### config.mk
export PLATFORM = sky130hd
export DESIGN_NAME = hbm_powerup_sequencer_flat
export DESIGN_NICKNAME = d
export VERILOG_FILES = /design/src/rtl/rn_hbm_pkg.sv /design/src/rtl/hbm_powerup_sequencer_if.sv /design/src/rtl/sync_2ff.sv /design/src/rtl/hbm_powerup_sequencer.sv /design/src/flat_wrapper.sv
export SDC_FILE = /design/constraint.sdc
export NUM_CORES = 1
export LEC_CHECK = 0
export CAP_MARGIN = 40
export CORE_MARGIN = 2
export CORE_UTILIZATION = 50
export CTS_BUF_LIST = sky130_fd_sc_hd__clkbuf_2
export DETAILED_ROUTE_END_ITERATION = 10
export DONT_BUFFER_PORTS = 1
export SETUP_SLACK_MARGIN = 0.5
export SYNTH_ARGS = -nofsm -noshare
export SYNTH_HDL_FRONTEND = slang
export SYNTH_HIERARCHICAL = 1
export SYNTH_SLANG_ARGS = --single-unit
### constraint.sdc
create_clock -name axis_clk -period 2.78 [get_ports axis_clk]
set_input_delay 0.417 -clock axis_clk [delete_from_list [all_inputs] [get_ports axis_clk]]
set_output_delay 0.417 -clock axis_clk [all_outputs]
set_load 0.02 [all_outputs]
### src/rtl/rn_hbm_pkg.sv
// Shared types and constants for the HBM power-up sequencer.
package rn_hbm_pkg;

  typedef enum logic [2:0] {
    ST_IDLE      = 3'd0,
    ST_RST_HOLD  = 3'd1,
    ST_POLL_AR   = 3'd2,
    ST_POLL_R    = 3'd3,
    ST_POLL_WAIT = 3'd4,
    ST_READY     = 3'd5,
    ST_ERROR     = 3'd6
  } hbm_seq_state_t;

  localparam logic [1:0]  AXIL_RESP_OKAY = 2'b00;
  localparam logic [31:0] CAL_ADDR_DEF   = 32'h0010_0000;
  localparam logic [31:0] CAL_MASK_DEF   = 32'h0000_0003;

  function automatic int max_int(input int a, input int b);
    return (a > b) ? a : b;
  endfunction

endpackage

### src/rtl/hbm_powerup_sequencer_if.sv
// Read-only AXI-Lite channel used to poll the HBM calibration status register.
interface hbm_powerup_sequencer_if;
  logic        arvalid;
  logic [31:0] araddr;
  logic        arready;
  logic        rvalid;
  logic [31:0] rdata;
  logic [1:0]  rresp;
  logic        rready;

  modport master (output arvalid, araddr, rready,
                  input  arready, rvalid, rdata, rresp);
  modport slave  (input  arvalid, araddr, rready,
                  output arready, rvalid, rdata, rresp);
endinterface

### src/rtl/sync_2ff.sv
// Two-flop synchronizer for a single asynchronous level, resets to 0.
module sync_2ff (
  input  logic axis_clk,
  input  logic axis_rstn,
  input  logic i_d,
  output logic o_q
);

  logic r_meta;
  logic r_sync;

  always_ff @(posedge axis_clk or negedge axis_rstn) begin
    if (!axis_rstn) begin
      r_meta <= 1'b0;
      r_sync <= 1'b0;
    end else begin
      r_meta <= i_d;
      r_sync <= r_meta;
    end
  end

  assign o_q = r_sync;

endmodule

### src/rtl/hbm_powerup_sequencer.sv
// HBM bring-up: hold reset after clock lock, poll calibration over AXI-Lite,
// then release powerup_rstn and pulse start_config.
//   state        | meaning
//   IDLE         | waiting for synchronized HBM clock lock
//   RST_HOLD     | holding HBM subsystem in reset for RST_CYCLES
//   POLL_AR      | calibration read address issued
//   POLL_R       | waiting for calibration read data
//   POLL_WAIT    | idle gap between calibration reads
//   READY        | calibrated, powerup_rstn released
//   ERROR        | timeout or slave error, sticky until axis_rstn
module hbm_powerup_sequencer
  import rn_hbm_pkg::*;
#(
  parameter int          RST_CYCLES    = 15000,
  parameter int          POLL_INTERVAL = 256,
  parameter int          POLL_MAX      = 64,
  parameter logic [31:0] CAL_ADDR      = CAL_ADDR_DEF,
  parameter logic [31:0] CAL_MASK      = CAL_MASK_DEF
) (
  input  logic                           axis_clk,
  input  logic                           axis_rstn,
  input  logic                           i_hbm_clk_locked,
  hbm_powerup_sequencer_if.master        m_axil,
  output logic                           o_powerup_rstn,
  output logic                           o_start_config,
  output logic                           o_seq_error,
  output logic [2:0]                     o_seq_state
);

  localparam int CNT_W  = $clog2(max_int(RST_CYCLES, POLL_INTERVAL)) + 1;
  localparam int PCNT_W = $clog2(POLL_MAX) + 1;
  localparam logic [CNT_W-1:0]  RST_LAST  = CNT_W'(RST_CYCLES - 1);
  localparam logic [CNT_W-1:0]  WAIT_LAST = CNT_W'(POLL_INTERVAL - 1);
  localparam logic [PCNT_W-1:0] POLL_LAST = PCNT_W'(POLL_MAX - 1);

  hbm_seq_state_t    r_state;
  logic [CNT_W-1:0]  r_cnt;
  logic [PCNT_W-1:0] r_poll_cnt;
  logic              r_lost;
  logic              r_arvalid;
  logic              r_rready;
  logic              r_powerup_rstn;
  logic              r_start_config;
  logic              r_seq_error;
  logic              w_lock_s;
  logic              w_cal_done;

  sync_2ff u_lock_sync (
    .axis_clk  (axis_clk),
    .axis_rstn (axis_rstn),
    .i_d       (i_hbm_clk_locked),
    .o_q       (w_lock_s)
  );

  assign w_cal_done = (m_axil.rdata & CAL_MASK) == CAL_MASK;

  always_ff @(posedge axis_clk or negedge axis_rstn) begin
    if (!axis_rstn) begin
      r_state        <= ST_IDLE;
      r_cnt          <= '0;
      r_poll_cnt     <= '0;
      r_lost         <= 1'b0;
      r_arvalid      <= 1'b0;
      r_rready       <= 1'b0;
      r_powerup_rstn <= 1'b0;
      r_start_config <= 1'b0;
      r_seq_error    <= 1'b0;
    end else begin
      r_start_config <= 1'b0;
      case (r_state)
        ST_IDLE: begin
          if (w_lock_s) begin
            r_cnt   <= '0;
            r_state <= ST_RST_HOLD;
          end
        end
        ST_RST_HOLD: begin
          if (!w_lock_s) begin
            r_cnt   <= '0;
            r_state <= ST_IDLE;
          end else if (r_cnt == RST_LAST) begin
            r_cnt      <= '0;
            r_poll_cnt <= '0;
            r_arvalid  <= 1'b1;
            r_state    <= ST_POLL_AR;
          end else begin
            r_cnt <= r_cnt + CNT_W'(1);
          end
        end
        ST_POLL_AR: begin
          // Lock loss is remembered; the read still runs to completion.
          if (!w_lock_s) r_lost <= 1'b1;
          if (m_axil.arready) begin
            r_arvalid <= 1'b0;
            r_rready  <= 1'b1;
            r_state   <= ST_POLL_R;
          end
        end
        ST_POLL_R: begin
          if (m_axil.rvalid) begin
            r_rready <= 1'b0;
            if (r_lost || !w_lock_s) begin
              r_lost     <= 1'b0;
              r_cnt      <= '0;
              r_poll_cnt <= '0;
              r_state    <= ST_IDLE;
            end else if (m_axil.rresp != AXIL_RESP_OKAY) begin
              r_seq_error <= 1'b1;
              r_state     <= ST_ERROR;
            end else if (w_cal_done) begin
              r_powerup_rstn <= 1'b1;
              r_start_config <= 1'b1;
              r_state        <= ST_READY;
            end else if (r_poll_cnt == POLL_LAST) begin
              r_poll_cnt  <= r_poll_cnt + PCNT_W'(1);
              r_seq_error <= 1'b1;
              r_state     <= ST_ERROR;
            end else begin
              r_poll_cnt <= r_poll_cnt + PCNT_W'(1);
              r_cnt      <= '0;
              r_state    <= ST_POLL_WAIT;
            end
          end else if (!w_lock_s) begin
            r_lost <= 1'b1;
          end
        end
        ST_POLL_WAIT: begin
          if (!w_lock_s) begin
            r_cnt      <= '0;
            r_poll_cnt <= '0;
            r_state    <= ST_IDLE;
          end else if (r_cnt == WAIT_LAST) begin
            r_cnt     <= '0;
            r_arvalid <= 1'b1;
            r_state   <= ST_POLL_AR;
          end else begin
            r_cnt <= r_cnt + CNT_W'(1);
          end
        end
        ST_READY: begin
          if (!w_lock_s) begin
            r_powerup_rstn <= 1'b0;
            r_cnt          <= '0;
            r_poll_cnt     <= '0;
            r_state        <= ST_IDLE;
          end
        end
        ST_ERROR: begin
          r_seq_error <= 1'b1;
        end
        default: begin
          r_state <= ST_IDLE;
        end
      endcase
    end
  end

  assign m_axil.arvalid = r_arvalid;
  assign m_axil.araddr  = CAL_ADDR;
  assign m_axil.rready  = r_rready;
  assign o_powerup_rstn = r_powerup_rstn;
  assign o_start_config = r_start_config;
  assign o_seq_error    = r_seq_error;
  assign o_seq_state    = r_state;

endmodule

### src/flat_wrapper.sv
// flat-port wrapper written by rule: the top's interface ports become plain ports
module hbm_powerup_sequencer_flat import rn_hbm_pkg::*;
#(
  parameter int          RST_CYCLES    = 15000,
  parameter int          POLL_INTERVAL = 256,
  parameter int          POLL_MAX      = 64,
  parameter logic [31:0] CAL_ADDR      = CAL_ADDR_DEF,
  parameter logic [31:0] CAL_MASK      = CAL_MASK_DEF
)
  (axis_clk, axis_rstn, i_hbm_clk_locked, o_powerup_rstn, o_start_config, o_seq_error, o_seq_state, m_axil_arvalid, m_axil_araddr, m_axil_rready, m_axil_arready, m_axil_rvalid, m_axil_rdata, m_axil_rresp);
  hbm_powerup_sequencer_if m_axil_i ();
  input  logic axis_clk;
  input  logic axis_rstn;
  input  logic i_hbm_clk_locked;
  output logic o_powerup_rstn;
  output logic o_start_config;
  output logic o_seq_error;
  output logic [2:0] o_seq_state;
  output wire logic [$bits(m_axil_i.arvalid)-1:0] m_axil_arvalid;
  output wire logic [$bits(m_axil_i.araddr)-1:0] m_axil_araddr;
  output wire logic [$bits(m_axil_i.rready)-1:0] m_axil_rready;
  input wire logic [$bits(m_axil_i.arready)-1:0] m_axil_arready;
  input wire logic [$bits(m_axil_i.rvalid)-1:0] m_axil_rvalid;
  input wire logic [$bits(m_axil_i.rdata)-1:0] m_axil_rdata;
  input wire logic [$bits(m_axil_i.rresp)-1:0] m_axil_rresp;
  assign m_axil_arvalid = m_axil_i.arvalid;
  assign m_axil_araddr = m_axil_i.araddr;
  assign m_axil_rready = m_axil_i.rready;
  assign m_axil_i.arready = m_axil_arready;
  assign m_axil_i.rvalid = m_axil_rvalid;
  assign m_axil_i.rdata = m_axil_rdata;
  assign m_axil_i.rresp = m_axil_rresp;
  hbm_powerup_sequencer #(.RST_CYCLES(RST_CYCLES), .POLL_INTERVAL(POLL_INTERVAL), .POLL_MAX(POLL_MAX), .CAL_ADDR(CAL_ADDR), .CAL_MASK(CAL_MASK)) u_core (.axis_clk(axis_clk), .axis_rstn(axis_rstn), .i_hbm_clk_locked(i_hbm_clk_locked), .m_axil(m_axil_i), .o_powerup_rstn(o_powerup_rstn), .o_start_config(o_start_config), .o_seq_error(o_seq_error), .o_seq_state(o_seq_state));
endmodule
Word level (Yosys, flattened, before mapping)

Cells that the tools add are included.

Bits in registers: 33
Latch bits: 0
Bits in writable memories: 0
Memory bits (read-only): 0
Logic and storage cells: 126
Memories kept: 0

Add/subtract/negate cells: 2
Multipliers: 0
Divide/modulo/power cells: 0
Order comparisons: 0
Eq/ne operators: 30
Shift-type cells: 0
Muxes and demuxes: 63
Bitwise logic cells: 1
Reductions and logical operators: 19

Operators by type and width:

| kind                    | count |
|---|---|
| $mux W15                | 11 |
| $pmux W15 S5            | 1 |
| $mux W7                 | 7 |
| $mux W3                 | 11 |
| $mux W1                 | 25 |
| $pmux W3 S7             | 1 |
| $pmux W7 S3             | 1 |
| $reduce_and A7 Y1       | 3 |
| $ne A2 B2 Y1 const B    | 9 |
| $add A15 B1 Y15 const B | 1 |
| $eq A15 B14 Y1 const B  | 1 |
| $eq A15 B8 Y1 const B   | 1 |
| $ne A3 B2 Y1 const B    | 5 |
| $reduce_and A6 Y1       | 2 |
| $eq A3 B3 Y1 const B    | 3 |
| $pmux W1 S2             | 4 |
| $reduce_bool A2 Y1      | 4 |
| $add A7 B1 Y7 const B   | 1 |
| $eq A7 B6 Y1 const B    | 1 |
| $eq A3 B2 Y1 const B    | 2 |
| $ne A2 B1 Y1 const B    | 3 |
| $ne A3 B3 Y1 const B    | 2 |
| $reduce_bool A3 Y1      | 2 |
| $reduce_and A5 Y1       | 1 |
| 13 further kinds        | 13 |

Depth between registers and ports, before layout

Depth after elaboration: 7
Mapped depth: 7
Mapped depth without buffers: 6

Hierarchy

Netlist, hierarchy kept.

By module, submodules not included:

| module                | instances | cells an instance | area each (µm²) | seq. area each (µm²) |
|---|---|---|---|---|
| hbm_powerup_sequencer | 1         | 231               | 2058.2          | 775.7 |
| sync_2ff              | 1         | 2                 | 50.0            | 50.0 |

Worst setup path after synthesis

No wires, ideal clock.

Path type: reg-to-reg
Start point: register u_core.r_cnt[9]
End point: register u_core.r_state[0] (netlist: u_core/o_seq_state[0])
Arrival time: 2.178 ns
Required time: 2.655 ns
Slack: 0.477 ns
Cell stages (with the launch flop): 7
Buffers on the path: 1
Clock period less this slack: 2.303 ns
Cells stage by stage: dfrtp_1 or4_4 nor4_4 o22ai_2 or3_1 buf_2 mux2_4

Longest elaborated chain between the ends: 3
Elaborated cells between the ends (all ways): 5
Classes of those cells: 4 x eq/ne; 1 x reduce/logical

RTL lines:

| what                                            | RTL line                                                  | source |
|---|---|---|
| start, declared                                 | hbm_powerup_sequencer.sv:37                               | `logic [CNT_W-1:0] r_cnt;` |
| start signal, assigned                          | hbm_powerup_sequencer.sv:87                               | `r_cnt <= r_cnt + CNT_W'(1);` |
| start signal, assigned                          | hbm_powerup_sequencer.sv:137                              | `r_cnt <= r_cnt + CNT_W'(1);` |
| $eq A15 B8 Y1 or $eq A15 B14 Y1 (tied branches) | hbm_powerup_sequencer.sv:132, hbm_powerup_sequencer.sv:81 |  |
| $ne A3 B2 Y1 (no source line)                   | n/a                                                       |  |
| $reduce_and A7 Y1 (no source line) (*)          | n/a                                                       |  |
| end signal, assigned                            | hbm_powerup_sequencer.sv:131                              | `r_state <= ST_IDLE;` |
| end signal, assigned                            | hbm_powerup_sequencer.sv:135                              | `r_state <= ST_POLL_AR;` |
| end signal, assigned                            | hbm_powerup_sequencer.sv:145                              | `r_state <= ST_IDLE;` |
| end, declared                                   | hbm_powerup_sequencer.sv:36                               | `hbm_seq_state_t r_state;` |

Mark *: on every way between the ends. The rest lies on a longest branch, timed or not.
A chain may end at the register's enable or synchronous reset.

Worst setup path in the final report

Start point: register u_core.r_cnt[5]
End point: register u_core.r_state[0] (netlist: u_core/o_seq_state[0])

Same word-level chain as after synthesis.

==> flow_summary_export.csv <==
group,metric,value,unit
run_status,outcome,"finished clean",
sta,slew_headroom,55.8,%
sta,slew_violations,0,
sta,worst_hold_slack,0.0551,ns
detailed_routing,firstDrtPassIters,4,
synthesis,synthAdderAreaFrac,1.19,%
synthesis,ys_warn_count,6,
global_routing,grt_antenna_before_repair,0,
detailed_routing,ant_nets,0,
synthesis,synth_area,0.00211,sq mm
min_path,min_path_type,"input port to flop",
synthesis,synth_top_family_by_area,"simple AND/OR/NAND/NOR gates",
sta,tightest_slew,0.663,ns
place,place_area,0.00204,sq mm
synthesis,avgSynthCellArea,9.05,sq um
synthesis,synth.mux.area_fraction,2.37,%
synthesis,synth_area_leaders,"dfrtp_1 39%, buf_4 11%, nand2_1 3.6%",
floorplanning,rows,23,
synthesis,synth_top_area_share,39.2,%
clocking,h-tree-depth,2,
place,portBuffers,0,
finish,n_fill_cell,377,
worst_setup_path,required,3.06,ns
synthesis,ys_types,45,
finish,drive_above_1_share,12.1,%
sta,timing.fmax,455,MHz
clocking,cts_num_sinks,33,
floorplanning,ios,79,
global_routing,grt_overflow,0,
floorplanning,die_h,68.9,um
global_routing,grt_pass1_vias,1464,
synthesis,postSynth.asyncResetShare,100,%
global_routing,track_usage,19.6,%
detailed_routing,post-route-drc-count,0,
synthesis,yosys.area.top_type,"dfrtp_1",
synthesis,synth-seq-cells,33,
detailed_routing,vias,1643,
sta,setup_tns,0,ns
sta,period_needed,2.20,ns
floorplanning,design.core.area,0.00403,sq mm
finish,antenna_cells,0,
power,total_power,0.00146,W
synthesis,synth-compound-area-share,19.1,%
floorplanning,chipWidth,68.9,um
worst_setup_path,start_kind,"flop",
detailed_routing,drt-wirelength-per-cell,14.6,um
synthesis,synth-simple-area-share,22.4,%
global_routing,grt_first_pass_wirelength,6890,um
place,dp_worst_setup_slack,0.447,ns
run,drv_cap,0,
sta,fin_ws,0.582,ns
sta,finalCritPeriodShare,79.0,%
floorplanning,dieArea,0.00475,sq mm
clocking,cts_tree,"yes",
synthesis,dominantRegCellSynth,"dfrtp_1",
sta,rsz0062_at_grt,"no",
worst_setup_path,critical_path_class,"flop to flop",
clocking,cts.path.max_buffers,2,
finish,final_nets,280,
finish,postLayoutCellArea,0.00215,sq mm
detailed_routing,vias_per_cell,5.67,
floorplanning,start_util,52.3,%
clocking,root_buffer,"clkbuf_2",
sta,setup-violations-final,0,
worst_setup_path,cp-end-kind,"flop",
synthesis,synth-seq-area-share,39.2,%
sta,hold_viol,0,
synthesis,synth_xor_area_share,1.66,%
worst_setup_path,path_max_fanout,4,
power,powerDensity,679,mW/mm^2
synthesis,synth-edff-count,0,
place,place_congestion,0.832,
power,p_leak,0.966,nW
detailed_routing,drtIter0Drc,132,
global_routing,grt_max_degree,34,
power,ir_drop,0.000309,V
clocking,insertion_delay,0.37,ns
synthesis,syn_inst,233,
worst_setup_path,crit_arrival,2.48,ns
place,dp_hpwl,2990,um
clocking,cts_inserted_buffers,5,
sta,finalClockSkew,0.00802,ns
detailed_routing,totalWireLength,4230,um
clocking,path_clk_slew,0.17,ns
finish,area_growth,2.08,%
## through the flow
step                std cells  util (%)
detailed placement        277      50.6
CTS                       287      52.4
finish                    290      53.4
floorplan                 263         -
global placement          276      50.5
global route              290      53.4
## sequential cells by signal, indices dropped and copies added (netlist names)
| name | count |
|---|---|
| u_core/r_cnt | 15 |
| u_core/r_poll_cnt | 7 |
| u_core/o_seq_state | 3 |
| u_core/m_axil.arvalid | 1 |
| u_core/m_axil.rready | 1 |
| u_core/o_powerup_rstn | 1 |
| u_core/o_seq_error | 1 |
| u_core/o_start_config | 1 |
| u_core/r_lost | 1 |
| u_core/u_lock_sync/o_q | 1 |
| u_core/u_lock_sync/r_meta | 1 |
## path summary, 6_finish.rpt
path / endpoint / cells after the start / startpoint / slack [ns]
worst max-delay path: u_core/o_seq_state[0]$_DFFE_PN0P_ / 5 / u_core/r_cnt[5]$_DFFE_PN0P_ / 0.58
worst min-delay path: u_core/u_lock_sync/r_meta$_DFF_PN0_ / 0 / i_hbm_clk_locked / 0.06
worst max register to register: u_core/o_seq_state[0]$_DFFE_PN0P_ / 5 / u_core/r_cnt[5]$_DFFE_PN0P_ / 0.58
worst min register to register: u_core/u_lock_sync/o_q$_DFF_PN0_ / 0 / u_core/u_lock_sync/r_meta$_DFF_PN0_ / 0.37
max in group asynchronous: u_core/r_cnt[9]$_DFFE_PN0P_ / 2 / axis_rstn / 2.13
min in group asynchronous: u_core/m_axil.rready$_DFFE_PN0P_ / 2 / axis_rstn / 0.46
## area by class of cell
cell class                      count  area [sq um]  area share [%]
Timing Repair Buffer                9          80.1            3.72
Tap cell                           50          62.6            2.91
Clock inverter                      3          12.5           0.581
Clock buffer                        5          25.0            1.16
Sequential cell                    33           828            38.5
Multi-Input combinational cell    185          1120            52.3
Inverter                            5          18.8           0.872
## layer usage
metal	wire length [um]	global-route usage [%]
met1	2000	25.9
met2	2010	31.6
met3	174	4.87
met4	55	5.88
met5	0	0
## timing repair
item | CTS | global route
pin swaps | 0 | 3
hold buffers | 2 | 0
hold endpoints to repair | 33 | 0
resized for setup | 1 | 6
setup buffers | 0 | 3
setup endpoints to repair | 3 | 10
## synth_stat cells (all sizes together) (3+ instances only)
cell,n
nor3,4
nand3,8
o31ai,4
buf,34
dfrtp,33
a21oi,10
or3,4
and3,4
o221ai,3
a22o,5
a31oi,11
xor2,4
o21ai,15
clkbuf,6
nor2,13
inv,5
nand2,20
nand2b,7
nor2b,8
## placed cells by master, fill, tap and decap left out, types with 7 or more instances in the layout
cell type / count
nand3_1: 8
nand2b_1: 7
nand2_1: 20
a31oi_1: 11
nor2b_1: 8
dfrtp_1: 31
conb_1: 32
o21ai_0: 15
nor2_1: 13
a21oi_1: 10
## cells by family (layout without fill, tap and decap cells)
logic type                 count (synthesis)  after routing
and+or+nand+nor                           83             83
adders and majority gates                  2              2
other                                      2             32
muxes                                      4              4
AOI/OAI and AO/OA                         60             60
xor gates and xnor gates                   4              4
buffers and inverters                     45             22
DFF                                       33             33
## power by group
group          switching [W]  leakage (nW)  internal, W
logic               0.000342         0.508     0.000220
clock network       0.000165        0.0278    0.0000551
registers           0.000137         0.430     0.000542
total               0.000644         0.966     0.000817
## worst max-delay path, stage by stage, from the launching register on
cell     delay [ns]
dfrtp_2        0.46
or3b_4         0.42
nor4_4         0.35
o22ai_2        0.14
or3_4          0.43
mux2_4         0.31
Note: power is estimated with default switching activity, not from simulation.
